[config.mk]
export PLATFORM = sky130hd
export DESIGN_NAME = fetch_ctrl_flat
export DESIGN_NICKNAME = d
export VERILOG_FILES = /design/src/rtl/fetch_ctrl_if.sv /design/src/rtl/fetch_ctrl.sv /design/src/flat_wrapper.sv
export SDC_FILE = /design/constraint.sdc
export NUM_CORES = 1
export LEC_CHECK = 0
export BUFFER_PORTS_ARGS = -buffer_cell sky130_fd_sc_hd__buf_2
export CORE_MARGIN = 8
export CORE_UTILIZATION = 48
export DETAILED_ROUTE_END_ITERATION = 6
export HOLD_SLACK_MARGIN = 0.12
export PLACE_DENSITY = 0.87
export SLEW_MARGIN = 20
export SYNTH_ARGS = -nofsm -noshare
export SYNTH_HDL_FRONTEND = slang
export SYNTH_SLANG_ARGS = --single-unit
[constraint.sdc]
create_clock -name CLK -period 2.37 [get_ports CLK]
set_input_delay 0.237 -clock CLK [delete_from_list [all_inputs] [get_ports CLK]]
set_output_delay 0.237 -clock CLK [all_outputs]
set_load 0.005 [all_outputs]
[src/rtl/fetch_ctrl_if.sv]
// rtl/fetch_ctrl_if.sv - fetch controller bus between the fetch unit and the controller
//
// Purpose: groups every non-clock, non-reset signal of fetch_ctrl.
// Ports (as seen from the controller, modport slave):
//   Start      in   single-cycle (re)launch request
//   PC         in   current fetch address
//   Instr      in   instruction word at PC, same cycle
//   Zero       in   ALU zero flag for BZ
//   Init       out  force fetch PC to 0
//   Halt       out  freeze fetch PC
//   Branch     out  branch taken this cycle
//   Target     out  signed PC offset (next PC = PC + Target + 1)
//   Done       out  registered, high while halted
//   CycleCount out  RUN-cycle count of the current program
// The master modport is the fetch-unit / stimulus side.
interface fetch_ctrl_if #(
  parameter int CNT_W = 16
);
  logic             Start;
  logic [7:0]       PC;
  logic [8:0]       Instr;
  logic             Zero;
  logic             Init;
  logic             Halt;
  logic             Branch;
  logic [7:0]       Target;
  logic             Done;
  logic [CNT_W-1:0] CycleCount;

  modport master (
    output Start, PC, Instr, Zero,
    input  Init, Halt, Branch, Target, Done, CycleCount
  );

  modport slave (
    input  Start, PC, Instr, Zero,
    output Init, Halt, Branch, Target, Done, CycleCount
  );
endinterface

[src/rtl/fetch_ctrl.sv]
// rtl/fetch_ctrl.sv - program sequencing controller for a simple fetch unit
//
// Purpose: four-state FSM (IDLE, LAUNCH, RUN, HALTED) that launches a program
// from PC 0, decodes branch/halt opcodes while running, stops before the PC
// can wrap through sequential fetch, and counts RUN cycles.
// Ports:
//   CLK    in  clock, all state on rising edge
//   Reset  in  synchronous active-high reset
//   bus    fetch_ctrl_if.slave (Start, PC, Instr, Zero in;
//          Init, Halt, Branch, Target, Done, CycleCount out)
module fetch_ctrl #(
  parameter logic [8:0] HALT_OP = 9'h1FF,
  parameter int         CNT_W   = 16
) (
  input logic         CLK,
  input logic         Reset,
  fetch_ctrl_if.slave bus
);

  localparam logic [1:0] S_IDLE   = 2'd0;
  localparam logic [1:0] S_LAUNCH = 2'd1;
  localparam logic [1:0] S_RUN    = 2'd2;
  localparam logic [1:0] S_HALTED = 2'd3;

  localparam logic [CNT_W-1:0] CNT_MAX = {CNT_W{1'b1}};
  localparam logic [CNT_W-1:0] CNT_ONE = {{(CNT_W-1){1'b0}}, 1'b1};

  logic [1:0]       state;
  logic [1:0]       state_nxt;
  logic [1:0]       eff_state;
  logic [CNT_W-1:0] cycle_cnt;
  logic             done_q;

  logic             is_halt_op;
  logic             br_taken;
  logic             halt_c;
  logic             init_c;
  logic [7:0]       target_c;

  // While Reset is held the outputs already look like IDLE, so the fetch
  // unit sees Init and no stale Halt/Branch from the interrupted program.
  assign eff_state  = Reset ? S_IDLE : state;
  assign is_halt_op = (bus.Instr == HALT_OP);

  always_comb begin
    br_taken  = 1'b0;
    halt_c    = 1'b0;
    init_c    = 1'b0;
    target_c  = 8'h00;
    state_nxt = state;
    case (eff_state)
      S_IDLE: begin
        init_c = 1'b1;
        if (bus.Start) state_nxt = S_LAUNCH;
      end
      S_LAUNCH: begin
        init_c    = 1'b1;
        state_nxt = S_RUN;
      end
      S_RUN: begin
        if (bus.Instr[8:6] == 3'b110)
          br_taken = bus.Zero;
        else if (bus.Instr[8:6] == 3'b111 && !is_halt_op)
          br_taken = 1'b1;
        if (br_taken)
          target_c = {{2{bus.Instr[5]}}, bus.Instr[5:0]};
        // A taken branch at 8'hFF is allowed to wrap; only sequential
        // fetch past the top of memory is stopped.
        halt_c = is_halt_op || (bus.PC == 8'hFF && !br_taken);
        if (halt_c) state_nxt = S_HALTED;
      end
      default: begin
        halt_c = 1'b1;
        if (bus.Start) state_nxt = S_LAUNCH;
      end
    endcase
  end

  always_ff @(posedge CLK) begin
    if (Reset) begin
      state     <= S_IDLE;
      cycle_cnt <= '0;
      done_q    <= 1'b0;
    end else begin
      state  <= state_nxt;
      done_q <= (state_nxt == S_HALTED);
      if (state == S_LAUNCH)
        cycle_cnt <= '0;
      else if (state == S_RUN && cycle_cnt != CNT_MAX)
        cycle_cnt <= cycle_cnt + CNT_ONE;
    end
  end

  assign bus.Init       = init_c;
  assign bus.Halt       = halt_c;
  assign bus.Branch     = br_taken;
  assign bus.Target     = target_c;
  assign bus.Done       = done_q;
  assign bus.CycleCount = cycle_cnt;

endmodule
[src/flat_wrapper.sv]
// flat-port wrapper written by rule: the top's interface ports become plain ports
module fetch_ctrl_flat 
#(
  parameter logic [8:0] HALT_OP = 9'h1FF,
  parameter int         CNT_W   = 16
)
  (CLK, Reset, bus_Start, bus_PC, bus_Instr, bus_Zero, bus_Init, bus_Halt, bus_Branch, bus_Target, bus_Done, bus_CycleCount);
  fetch_ctrl_if #(.CNT_W(CNT_W)) bus_i ();
  input logic CLK;
  input logic Reset;
  input wire logic [$bits(bus_i.Start)-1:0] bus_Start;
  input wire logic [$bits(bus_i.PC)-1:0] bus_PC;
  input wire logic [$bits(bus_i.Instr)-1:0] bus_Instr;
  input wire logic [$bits(bus_i.Zero)-1:0] bus_Zero;
  output wire logic [$bits(bus_i.Init)-1:0] bus_Init;
  output wire logic [$bits(bus_i.Halt)-1:0] bus_Halt;
  output wire logic [$bits(bus_i.Branch)-1:0] bus_Branch;
  output wire logic [$bits(bus_i.Target)-1:0] bus_Target;
  output wire logic [$bits(bus_i.Done)-1:0] bus_Done;
  output wire logic [$bits(bus_i.CycleCount)-1:0] bus_CycleCount;
  assign bus_i.Start = bus_Start;
  assign bus_i.PC = bus_PC;
  assign bus_i.Instr = bus_Instr;
  assign bus_i.Zero = bus_Zero;
  assign bus_Init = bus_i.Init;
  assign bus_Halt = bus_i.Halt;
  assign bus_Branch = bus_i.Branch;
  assign bus_Target = bus_i.Target;
  assign bus_Done = bus_i.Done;
  assign bus_CycleCount = bus_i.CycleCount;
  fetch_ctrl #(.HALT_OP(HALT_OP), .CNT_W(CNT_W)) u_core (.CLK(CLK), .Reset(Reset), .bus(bus_i));
endmodule
==> report_table.html <==
<table>
<tr><th>Metric</th><th>Value</th></tr>
<tr><th colspan="2">Synth</th></tr>
<tr><td>Top cell type by total area after synthesis</td><td>dfxtp_1</td></tr>
<tr><td>Netlist Area Pre-Place</td><td>between 0.001 and 0.0015 mm2</td></tr>
<tr><td>Area share of the leading cell type in the synthesized netlist</td><td>0.311</td></tr>
<tr><td>Number of different library cells in the post-synthesis netlist</td><td>38</td></tr>
<tr><td>Top cells by area, synth</td><td>dfxtp_1, a21oi_1, a2111o_1, and2_1, nand2b_1</td></tr>
<tr><td>Post-synthesis cell count</td><td>between 150 and 200</td></tr>
<tr><td>Sequential area share after synthesis</td><td>0.311</td></tr>
<tr><td>Most used flip-flop cell after synthesis</td><td>dfxtp_1</td></tr>
<tr><td>Share of flip-flops with an asynchronous set or reset after synthesis</td><td>0</td></tr>
<tr><td>Post-synth EDFFs</td><td>0</td></tr>
<tr><td>Count of state elements after synthesis</td><td>19</td></tr>
<tr><td>Mapped Nets</td><td>around 180</td></tr>
<tr><td>Mean cell area of the mapped netlist</td><td>~8 um2</td></tr>
<tr><td>Yosys warning count</td><td>0</td></tr>
<tr><th colspan="2">Global routing</th></tr>
<tr><td>Wire length of the first global-routing pass</td><td>roughly 5.1 mm</td></tr>
<tr><td>Initial antenna violation count</td><td>0</td></tr>
<tr><td>Remaining global-route overflow</td><td>0</td></tr>
<tr><td>Number of global-route vias before repair</td><td>approximately 1200</td></tr>
<tr><td>Overall fraction of global-route tracks in use</td><td>0.140</td></tr>
<tr><td>Maximum number of pins on one net before global-route repair</td><td>14</td></tr>
<tr><th colspan="2">Critical path</th></tr>
<tr><td>CP arrival</td><td>~1.9 ns</td></tr>
<tr><td>Cells traversed along the worst timing path</td><td>nand2b_1, inv_1, ha_1, nor3b_2, and2_1, buf_2</td></tr>
<tr><td>CP Capture Type</td><td>output pin</td></tr>
<tr><td>Worst Path Max Fanout</td><td>8</td></tr>
<tr><td>Peak per-stage delay on the critical path</td><td>about 0.47 ns</td></tr>
<tr><td>Critical-path top delay cell</td><td>dfxtp_1</td></tr>
<tr><td>Startpoint Class</td><td>flop</td></tr>
<tr><td>Setup CP Type</td><td>flop to output pin</td></tr>
<tr><td>Req. time, crit path</td><td>between 2 and 2.5 ns</td></tr>
<tr><th colspan="2">Clock network</th></tr>
<tr><td>Clock-pin transition on the worst setup and hold timing paths</td><td>around 0.12 ns</td></tr>
<tr><td>Maximum level of the CTS H-tree</td><td>1</td></tr>
<tr><td>Number of cells upsized or downsized after cts</td><td>0</td></tr>
<tr><td>Clock tree from TritonCTS</td><td>done</td></tr>
<tr><td>Maximum clock insertion buffer count</td><td>2</td></tr>
<tr><td>Post-cts hold buffer count</td><td>0</td></tr>
<tr><td>CTS Root Buffer Type</td><td>clkbuf_4</td></tr>
<tr><td>Total clock sinks</td><td>19</td></tr>
<tr><td>Clock network latency to the later pin of the worst-skew pair</td><td>just over 0.3 ns</td></tr>
<tr><td>Post-CTS setup repair buffer count</td><td>0</td></tr>
<tr><td>Number of buffers created by CTS</td><td>3</td></tr>
<tr><th colspan="2">Placed design</th></tr>
<tr><td>Routability congestion estimate</td><td>between 0.8 and 0.9</td></tr>
<tr><td>Number of cells in the design after placement</td><td>between 200 and 250</td></tr>
<tr><td>Port Buffers</td><td>48</td></tr>
<tr><td>HPWL after DPL</td><td>~2.4 mm</td></tr>
<tr><th colspan="2">STA</th></tr>
<tr><td>Post-layout minimum cycle time</td><td>around 2.2 ns</td></tr>
<tr><td>Setup skew after layout</td><td>0.00815 ns</td></tr>
<tr><td>Worst slew margin</td><td>0.731</td></tr>
<tr><td>Unrepaired setup endpoints after global routing</td><td>no</td></tr>
<tr><td>Achievable frequency</td><td>approximately 0.47 GHz</td></tr>
<tr><td>Final Slew Violations</td><td>0</td></tr>
<tr><td>Final Hold Fails</td><td>0</td></tr>
<tr><td>Slew @ Worst Pin</td><td>0.403 ns</td></tr>
<tr><td>Post-route clock period utilization</td><td>0.907</td></tr>
<tr><td>Number of endpoints failing setup at the final stage</td><td>0</td></tr>
<tr><td>Setup Total Neg Slack</td><td>0 ns</td></tr>
<tr><th colspan="2">Drt</th></tr>
<tr><td>Via/cell ratio</td><td>around 5.7</td></tr>
<tr><td>DR WL/cell</td><td>between 10 and 15 um</td></tr>
<tr><td>First-pass DRT Iterations</td><td>4</td></tr>
<tr><td>Violation count after the first detailed-route iteration</td><td>80</td></tr>
<tr><td>Number of nets with antenna violations after routing</td><td>0</td></tr>
<tr><td>Aggregate routed wire length</td><td>around 3.1 mm</td></tr>
<tr><td>Drt drc</td><td>0</td></tr>
<tr><td>Total number of vias</td><td>approximately 1300</td></tr>
<tr><th colspan="2">Finish</th></tr>
<tr><td>Number of fillers in the final layout</td><td>about 240</td></tr>
<tr><td>Post-layout net count</td><td>approximately 230</td></tr>
<tr><td>Final core utilization</td><td>0.618</td></tr>
<tr><td>Growth of design area from synthesis to finish</td><td>24.2%</td></tr>
<tr><td>Antenna Cells</td><td>0</td></tr>
<tr><td>Share of cells above drive strength 1</td><td>0.308</td></tr>
<tr><td>Post-Layout Cell Count</td><td>231</td></tr>
<tr><th colspan="2">Worst hold path</th></tr>
<tr><td>Min-delay worst type</td><td>primary input to flop</td></tr>
<tr><th colspan="2">Run</th></tr>
<tr><td>Number of max-cap violations</td><td>0</td></tr>
<tr><th colspan="2">Floorplanning</th></tr>
<tr><td>Initial cell density of the core</td><td>0.497</td></tr>
<tr><td>Die Area</td><td>approximately 0.0044 mm2</td></tr>
<tr><td>Total I/O pin count</td><td>49</td></tr>
<tr><td>Placeable Area</td><td>between 0.002 and 0.0025 mm2</td></tr>
<tr><td>Die span in x</td><td>roughly 66 um</td></tr>
<tr><td>Row count</td><td>18</td></tr>
<tr><td>Chip height</td><td>66.4 um</td></tr>
<tr><th colspan="2">Power and ir drop</th></tr>
<tr><td>Power density over the cells</td><td>~360 mW/mm2</td></tr>
<tr><td>VDD IR max</td><td>0.248 mV</td></tr>
<tr><td>Leak</td><td>between 0.0006 and 0.0007 uW</td></tr>
<tr><td>Total chip power</td><td>around 550 uW</td></tr>
<tr><th colspan="2">Outcome</th></tr>
<tr><td>Outcome</td><td>complete, no violations</td></tr>
</table>
## metal layers
metal / global-route usage / routed length, um / part of all wire / up-vias
li1: - / - / - / 674
met1: 0.157 / 1410 / 0.45 / 593
met2: 0.235 / 1430 / 0.46 / 43
met3: 0.0475 / 264 / 0.085 / 2
met4: 0.0560 / 21 / 0.0067 / 0
met5: 0 / 0 / 0 / -
## critical path: cells and delay by family (launching register included)
| family | cells | cell delay (ns) |
|---|---|---|
| adder cells (fa/ha/maj) | 1 | 0.25 |
| flip-flops | 1 | 0.47 |
| AND/OR/NAND/NOR | 3 | 0.67 |
| buffers and inverters | 2 | 0.22 |
## power breakdown
| group | internal [uW] | total (uW) | switching (uW) |
|---|---|---|---|
| Combinational | 27.3 | 57.2 | 29.9 |
| Clock | 63.0 | 169 | 106 |
| Sequential | 321 | 327 | 5.67 |
## logic make-up (layout without fill, tap and decap cells)
group,count (synthesis),in the layout,share of synthesized area
AO/OA/AOI/OAI,42,42,0.224
adder cells (fa/ha/maj),3,3,0.0307
buffers and inverters,15,63,0.0584
flip-flops,19,19,0.311
multiplexers,5,5,0.0420
AND/OR/NAND/NOR,69,69,0.333
## flip-flops by register name, summed over array words and instances (netlist names)
| signal | cells |
|---|---|
| u_core.bus.CycleCount | 16 |
| u_core.bus.Done | 1 |
| u_core.state | 2 |
## area by class of cell
cell class,instances,area (um2),area share
clock buffer,3,22.5,0.0149
clock inverter,1,5.00,0.00330
inverter,7,26.3,0.0173
multi-input combinational,119,774,0.511
sequential,19,380,0.251
tap,30,37.5,0.0248
timing repair buffer,52,270,0.178
## cell usage in the layout, fill, tap and decap left out, types with 4 or more instances in the layout
cell type / count
buf_4: 4
inv_1: 7
o21ai_0: 7
a211oi_1: 5
and2_1: 7
a31oi_1: 4
a2111o_1: 4
mux2i_1: 4
nor2_1: 8
nand2_1: 11
buf_2: 48
dfxtp_1: 19
nand4_1: 5
nand3_1: 7
a21oi_1: 14
or4_1: 5
nand2b_1: 7
## through the flow
step | worst slack (ns) | cell area [um2] | hold slack [ns]
after detailed placement | 0.391 | 1480 | 0.482
after global placement | 0.452 | 1480 | 0.484
after CTS | 0.0376 | 1510 | 0.177
after global routing | 0.0421 | 1520 | 0.186
after floorplan | 0.527 | 1220 | 0.306
final | 0.220 | 1520 | 0.191
## synth_stat cells (all sizes together), types with 2 or more instances
library cell,number
ha,3
and4,3
nand2b,7
or4,5
o31ai,3
a211oi,5
nor3,3
nand2,11
and2,7
dfxtp,19
or2,3
nand4b,2
mux2i,4
or3,2
a21oi,14
nand4,6
buf,3
o211ai,2
o21ai,7
nand3,7
nor2,8
inv,7
clkbuf,5
a2111o,4
a31oi,4
## final timing paths
path | start | endpoint | slack, ns | cells past startpoint
worst max register to register | u_core.state[0] | u_core.bus.CycleCount[7] | 0.48 | 4
worst max-delay path | u_core.state[1] | bus_Target[5] | 0.22 | 6
worst min-delay path | Reset | u_core.bus.CycleCount[0] | 0.19 | 2
worst min register to register | u_core.bus.CycleCount[9] | u_core.bus.CycleCount[9] | 0.51 | 2
No activity file was read; power rests on OpenSTA's default activity.
